**src/rtl/segment_record_fifo.sv**
```systemverilog
// segment_record_fifo
//   Assembles motion-segment records from fixed-width input beats and stores
//   up to SLOTS complete records, presenting the oldest one whole
//   (first-word-fall-through) to the step engine.
//
//   Optional feature macro: SEGMENT_RECORD_FIFO_ABORT_EN
//     defined   : in_abort discards the partial record being assembled.
//     undefined : in_abort is ignored.
//
// Ports
//   clk, rst      sole clock; synchronous active-high reset
//   in_valid/in_ready/in_data   beat input handshake
//   in_abort      discard partial record (ABORT_EN builds only)
//   flush         discard all stored and partial records
//   out_valid/out_ready/out_record   record output handshake (FWFT)
//   level         number of complete records stored
//   almost_full   level >= ALMOST_FULL
//   overflow      sticky: beat offered while in_ready was low
module segment_record_fifo #(
    parameter int unsigned BEAT_BYTES   = 1,
    parameter int unsigned RECORD_BEATS = 16,
    parameter int unsigned SLOTS        = 32,
    parameter int unsigned ALMOST_FULL  = SLOTS - 4
) (
    input  logic                                     clk,
    input  logic                                     rst,
    input  logic                                     in_valid,
    output logic                                     in_ready,
    input  logic [BEAT_BYTES*8-1:0]                  in_data,
    input  logic                                     in_abort,
    input  logic                                     flush,
    output logic                                     out_valid,
    input  logic                                     out_ready,
    output logic [BEAT_BYTES*8*RECORD_BEATS-1:0]     out_record,
    output logic [$clog2(SLOTS+1)-1:0]               level,
    output logic                                     almost_full,
    output logic                                     overflow
);

    localparam int unsigned BEAT_BITS   = BEAT_BYTES * 8;
    localparam int unsigned RECORD_BITS = BEAT_BITS * RECORD_BEATS;
    localparam int unsigned PTR_W       = $clog2(SLOTS);
    localparam int unsigned LVL_W       = $clog2(SLOTS + 1);
    localparam int unsigned CNT_W       = $clog2(RECORD_BEATS);

    localparam logic [CNT_W-1:0] LAST_CNT = CNT_W'(RECORD_BEATS - 1);
    localparam logic [LVL_W-1:0] FULL_LVL = LVL_W'(SLOTS);
    localparam logic [LVL_W-1:0] AF_LVL   = LVL_W'(ALMOST_FULL);

    typedef enum logic [1:0] {
        IDLE,
        FILL,
        LAST
    } state_t;

    state_t                 state;
    logic [CNT_W-1:0]       beat_cnt;
    logic [RECORD_BITS-1:0] staging;
    logic [RECORD_BITS-1:0] commit_word;
    logic [RECORD_BITS-1:0] mem [SLOTS];
    logic [PTR_W-1:0]       wr_ptr;
    logic [PTR_W-1:0]       rd_ptr;
    logic [LVL_W-1:0]       level_next;
    logic                   abort_act;
    logic                   beat_acc;
    logic                   commit;
    logic                   pop;

`ifdef SEGMENT_RECORD_FIFO_ABORT_EN
    assign abort_act = in_abort;
`else
    logic unused_in_abort;
    assign unused_in_abort = in_abort;
    assign abort_act       = 1'b0;
`endif

    // Only the committing beat can stall; partial beats never wait on space.
    assign in_ready = !((state == LAST) && (level == FULL_LVL));

    assign beat_acc   = in_valid && in_ready && !abort_act;
    assign commit     = beat_acc && (state == LAST);
    assign out_valid  = (level != '0);
    assign pop        = out_valid && out_ready;
    assign out_record = out_valid ? mem[rd_ptr] : '0;

    // Final beat goes straight into the stored word, never through staging.
    always_comb begin
        commit_word = staging;
        commit_word[32'(beat_cnt) * BEAT_BITS +: BEAT_BITS] = in_data;
    end

    always_comb begin
        level_next = level;
        if (commit && !pop)
            level_next = level + 1'b1;
        else if (!commit && pop)
            level_next = level - 1'b1;
    end

    always_ff @(posedge clk) begin
        if (!rst && !flush && commit)
            mem[wr_ptr] <= commit_word;
    end

    always_ff @(posedge clk) begin
        if (rst || flush) begin
            state       <= IDLE;
            beat_cnt    <= '0;
            staging     <= '0;
            wr_ptr      <= '0;
            rd_ptr      <= '0;
            level       <= '0;
            almost_full <= 1'b0;
            overflow    <= 1'b0;
        end else begin
            if (abort_act) begin
                state    <= IDLE;
                beat_cnt <= '0;
            end else if (beat_acc) begin
                case (state)
                    IDLE, FILL: begin
                        staging[32'(beat_cnt) * BEAT_BITS +: BEAT_BITS] <= in_data;
                        beat_cnt <= beat_cnt + 1'b1;
                        state    <= (beat_cnt == LAST_CNT - 1'b1) ? LAST : FILL;
                    end
                    default: begin
                        wr_ptr   <= wr_ptr + 1'b1;
                        beat_cnt <= '0;
                        state    <= IDLE;
                    end
                endcase
            end
            if (pop)
                rd_ptr <= rd_ptr + 1'b1;
            level       <= level_next;
            almost_full <= (level_next >= AF_LVL);
            if (in_valid && !in_ready)
                overflow <= 1'b1;
        end
    end

endmodule
```
**config.mk**
```make
export PLATFORM = sky130hd
export DESIGN_NAME = segment_record_fifo
export DESIGN_NICKNAME = d
export VERILOG_FILES = /design/src/rtl/segment_record_fifo.sv
export SDC_FILE = /design/constraint.sdc
export NUM_CORES = 2
export LEC_CHECK = 0
export BUFFER_PORTS_ARGS = -buffer_cell sky130_fd_sc_hd__buf_2
export CELL_PAD_IN_SITES_DETAIL_PLACEMENT = 1
export CELL_PAD_IN_SITES_GLOBAL_PLACEMENT = 1
export CORE_MARGIN = 2
export CORE_UTILIZATION = 42
export DETAILED_ROUTE_END_ITERATION = 8
export HOLD_SLACK_MARGIN = 0.06
export PLACE_DENSITY_LB_ADDON = 0.1
export REMOVE_ABC_BUFFERS = 1
export SETUP_SLACK_MARGIN = 0.05
export SLEW_MARGIN = 20
export SYNTH_ARGS = -nofsm -noshare
export SYNTH_HDL_FRONTEND = slang
export SYNTH_SLANG_ARGS = --single-unit
```
**constraint.sdc**
```tcl
create_clock -name clk -period 8.9 [get_ports clk]
set_input_delay 1.78 -clock clk [delete_from_list [all_inputs] [get_ports clk]]
set_output_delay 1.78 -clock clk [all_outputs]
set_load 0.02 [all_outputs]
```
Word-level counts from Yosys, hierarchy flattened --
Memories as Yosys holds them, arrays and structs flattened. A register that Yosys moved wholly into a read port is not among the register bits. Cells that the tools add are included.
Storage, ports and cells: register bits after elaboration 152, memories kept 1, bits in writable memories 4096, input port bits 14, word-level logic and storage cells 54, output and inout port bits 138
Cells by class: magnitude comparators 1, reductions and logical operators 20, bitwise operators 1, eq/ne operators 4, shift operators 2, multiplexer cells 11, $add $sub $neg 6
Memories:
- mem | depth 32, bits a word 128, read ports 1, clocked after Yosys merged registers in 1, write ports 1, line 60 | logic [RECORD_BITS-1:0] mem [SLOTS];
Operator list (count):
- $bwmux 128 | 1
- $mux 128 | 1
- $shift 8x34->128 const A | 1
- $shiftx 8x34->128 | 1
- $neg 7->34 | 1
- $mux 6 | 2
- $add 5x1->5 const B | 2
- $mux 5 | 2
- $logic_and 1x1->1 | 9
- $add 6x1->6 const B | 1
- $eq 6x6->1 const B | 1
- $ge 6x5->1 const B | 1
- $reduce_bool 6->1 | 1
- $sub 6x1->6 const B | 1
- $logic_not 1->1 | 5
- $add 4x1->4 const B | 1
- $eq 4x4->1 const B | 1
- $mux 2 | 2
- $mux 4 | 1
- $reduce_and 2->1 | 2
- $eq 2x1->1 const B | 1
- $eq 2x2->1 const B | 1
- $logic_not 2->1 | 1
- $mux 1 | 2
- other kinds (3) | 3

Longest topological paths before layout --
depth in word-level cells 10, depth in mapped cells 10, depth with buffers taken out 7

Worst setup path before layout --
Ideal clock, no wire load.
path type input to register, start point in flush, end point mem mem[29][0] in the netlist's numbering, enable pin, path buffers 1, library setup time 617 ps, required time 8283 ps, cell stages on the path 5, setup slack 103 ps, arrival time 8180 ps, cells stage by stage or2_2 clkbuf_1 a311oi_1 nand2_1 nor2_1
Between the ends: cells in the longest elaborated chain, start to end 5
Ends and longest elaborated chain:
- start, declared | line 31 | input logic flush,
- $logic_not 1->1 | line 101 | if (!rst && !flush && commit)
- $logic_and 1x1->1 (2 in a row) | line 101
- $mux 1 | line 101
- $mux 1 (not written as such) | line 102 | mem[wr_ptr] <= commit_word;
- end, declared | line 60
No other way between the ends.

==> flow_summary_export.csv <==
group,metric,value,unit
setup_path,crit_path_end_kind,"primary output",
floorplan,ios,152,
global_route,grt_pass1_wl,651300,µm
route,vias,79370,
synthesis,yosysUniqueCellTypes,60,
cells_and_area,nets,7543,
global_route,grt_max_degree,130,
setup_path,cp.arrival,5.37,ns
global_route,grt-ovfl-total,0,
route,antenna_left,0,
pwr,p_leak,56.85,nW
floorplan,initial_core_util,0.4209,
setup_path,r2r_end,"mem[27][71]",
synthesis,yosys.area.top_type_share,0.7593,
timing,slew_headroom,0.2137,
setup_path,cp_top_family,"buffers and inverters",
synthesis,synthCells,7150,
timing,rsz0062_at_grt,"false",
min_path,min_from,"staging[70]",
clock_network,clk_pin_slew,0.07,ns
floorplan,dieArea,390700,µm²
route,drtIter0Drc,8107,
setup_path,critical-path-max-stage-delay,1.05,ns
pwr,finalPower,40.93,mW
clock_network,cts.sinks,4253,
timing,timing.final.crit_share,0.8035,
timing,fmax,139.8,MHz
setup_path,path_max_fanout,60,
synthesis,synth_edf_count,4096,
setup_path,cp-start-kind,"register",
timing,skew,0.05365,ns
route,firstDrtPassIters,5,
timing,setup-violations-final,0,
global_route,antenna_found_initial,18,
placed_design,place_ws,2.693,ns
clock_network,cts_buffer_depth,4,
min_path,hold-path-cell-count,2,
setup_path,r2r_slack,4.01,ns
route,drt-total-wl,464000,µm
timing,worst_pin_slew,1.177,ns
synthesis,ys_seq_area_frac,0.7787,
setup_path,cp_data_required_time,7.12,ns
clock_network,cts.htree.levels,5,
synthesis,yosys.area.top_type,"edfxtp_1",
clock_network,clk_latency,0.99,ns
timing,hold_violations,0,
clock_network,cts_resized,0,
synthesis,synth_warnings,0,
cells_and_area,drive_above_1_share,0.2825,
floorplan,die_w,625.0,µm
floorplan,placementRows,228,
cells_and_area,syn_to_final_growth,13.70,%
synthesis,ys_ff_latch,4253,
min_path,hp-class,"register to register",
clock_network,cts_setup_buffers,0,
clock_network,cts_tree,"done",
floorplan,die_h,625.0,µm
setup_path,slowest_stage,"nor2b_4",
placed_design,port_buffers,150,
synthesis,synth.avg_cell_area,22.66,µm²
timing,finalWorstSetupSlack,1.749,ns
clock_network,ctsHoldBuffers,0,
placed_design,gp_congestion,0.7590,
clock_network,clockRootBuffer,"clkbuf_16",
placed_design,hpwl,235600,µm
setup_path,cp.buffers_inverters,3,
setup_path,path_cells,"buf_12, nor2b_4, buf_4, a221oi_1, o22ai_1, buf_2",
synthesis,synthTopCellsByArea,"edfxtp_1 (76%), mux4_2 (14%), dfxtp_1 (1.9%)",
route,via_per_inst,6.129,
min_path,worstHoldEndpoint,"staging[70]",
setup_path,critical_path_class,"register to primary output",
synthesis,yosys_most_used_dff,"edfxtp_1",
clock_network,tritoncts.num_buffers,445,
pwr,peakVddDrop,0.1625,mV
status,outcome,"finished clean",
setup_path,rr_worst_depth,8,
route,routedWlPerCell,35.83,µm
pwr,pwr_density_cell,222.2,nW/µm²
floorplan,core,384800,µm²
route,drc,0,
run,maxCapViolations,0,
synthesis,syn_area,162000,µm²
synthesis,synthArstFlopShare,0,
global_route,grt_pass1_vias,83690,
setup_path,r2r_start,"level[0]",
timing,period_needed,7.151,ns
timing,maxSlewViolCount,0,
global_route,grt_util_all_layers,0.2371,
[worst max path at each step]
| stage | to | cells after the start |
|---|---|---|
| 2_1_floorplan | out_record[0] | 3 |
| 3_5_place_dp | mem[28][71] | 6 |
| 3_3_place_gp | mem[22][90] | 6 |
| 4_1_cts | out_record[8] | 6 |
| 6_report | out_record[8] | 6 |
| 5_1_grt | out_record[63] | 7 |
[sequential cells by signal, summed over array words and instances, names as in the netlist, named ones only]
register / cells
rd_ptr: 5
overflow: 1
beat_cnt: 4
staging: 128
almost_full: 1
wr_ptr: 5
level: 6
mem: 4096
state: 2
[cell type report]
class	count	area (µm²)
fillers	33750	200700
flip-flops and latches	4253	126200
multi-input cells	2444	34270
clock buffers	577	11920
well taps	5060	6331
repair buffers	359	3069
clock inverters	241	2384
inverters	13	48.80
diodes	3	7.507
[report_power, final]
part | leakage, nW | internal (mW) | switching, mW | total [mW]
combinational | 10.7 | 0.210 | 0.626 | 0.836
clock | 6.96 | 10.5 | 7.79 | 18.3
sequential | 39.2 | 21.8 | 0.0138 | 21.8
total | 56.8 | 32.5 | 8.43 | 40.9
[layer usage]
layer | track usage | part of all wire
met4 | 0.04467 | 0.018
met3 | 0.02929 | 0.057
met5 | 0 | 0.000028
met1 | 0.3419 | 0.43
met2 | 0.3922 | 0.49
[through the flow]
stage | setup TNS, ns | utilization | hold WS [ns] | cells | instance area [µm²]
after detailed placement | 0 | 0.4409 | 0.4607 | 12130 | 169700
after global placement | 0 | 0.4406 | 0.4669 | 12130 | 169600
final | 0 | 0.4786 | 0.4691 | 12950 | 184200
after floorplan | -8523.45 | - | 0.4366 | 6710 | 159800
after global routing | 0 | 0.4786 | 0.5070 | 12950 | 184200
after CTS | 0 | 0.4780 | 0.4704 | 12950 | 184000
[cells by family (layout without fill, tap and decap cells)]
kind of cell | count (synthesis) | after routing | share of synthesized area
other | 0 | 3 | 0
AND/OR/NAND/NOR | 513 | 513 | 0.01459
buffers and inverters | 453 | 1190 | 0.01406
adder cells (fa/ha/maj) | 13 | 13 | 0.001004
XOR/XNOR | 13 | 13 | 0.0007029
multiplexers | 1132 | 1132 | 0.1495
AO/OA/AOI/OAI | 773 | 773 | 0.04145
flip-flops | 4253 | 4253 | 0.7787
[cells in the final DEF (no fill, tap or decap), types with 68 or more instances in the layout]
master,synthesis,layout
clkbuf_16,0,448
mux4_2,1024,1024
a22o_1,256,256
nor2_1,165,130
clkinv_2,0,68
buf_4,16,149
dfxtp_1,157,154
edfxtp_1,4096,4096
clkinv_1,0,97
clkbuf_1,205,107
nand2_1,176,154
buf_2,161,150
a221oi_1,197,197
o22ai_1,128,128
[cells in the mapped netlist (all sizes together) (4+ instances only)]
cell	n
nand4	4
dfxtp	157
nor2b	10
nand3	58
a311oi	49
edfxtp	4096
nand3b	6
a21oi	12
mux4	1024
or2	26
and2	23
mux2i	59
nor3	10
clkbuf	205
and3	16
buf	235
xnor2	6
inv	13
o211a	24
a221oi	256
ha	13
mux2	49
nand2	176
o22ai	128
nor2	166
xor2	7
nand2b	4
o21ai	34
a22o	256
[tightest hold or removal path: stages, from the launching register on]
cell and delay [ns]:
dfxtp_1 0.31, nand2_1 0.05, a21oi_1 0.05
No activity file was read; power rests on OpenSTA's default activity.
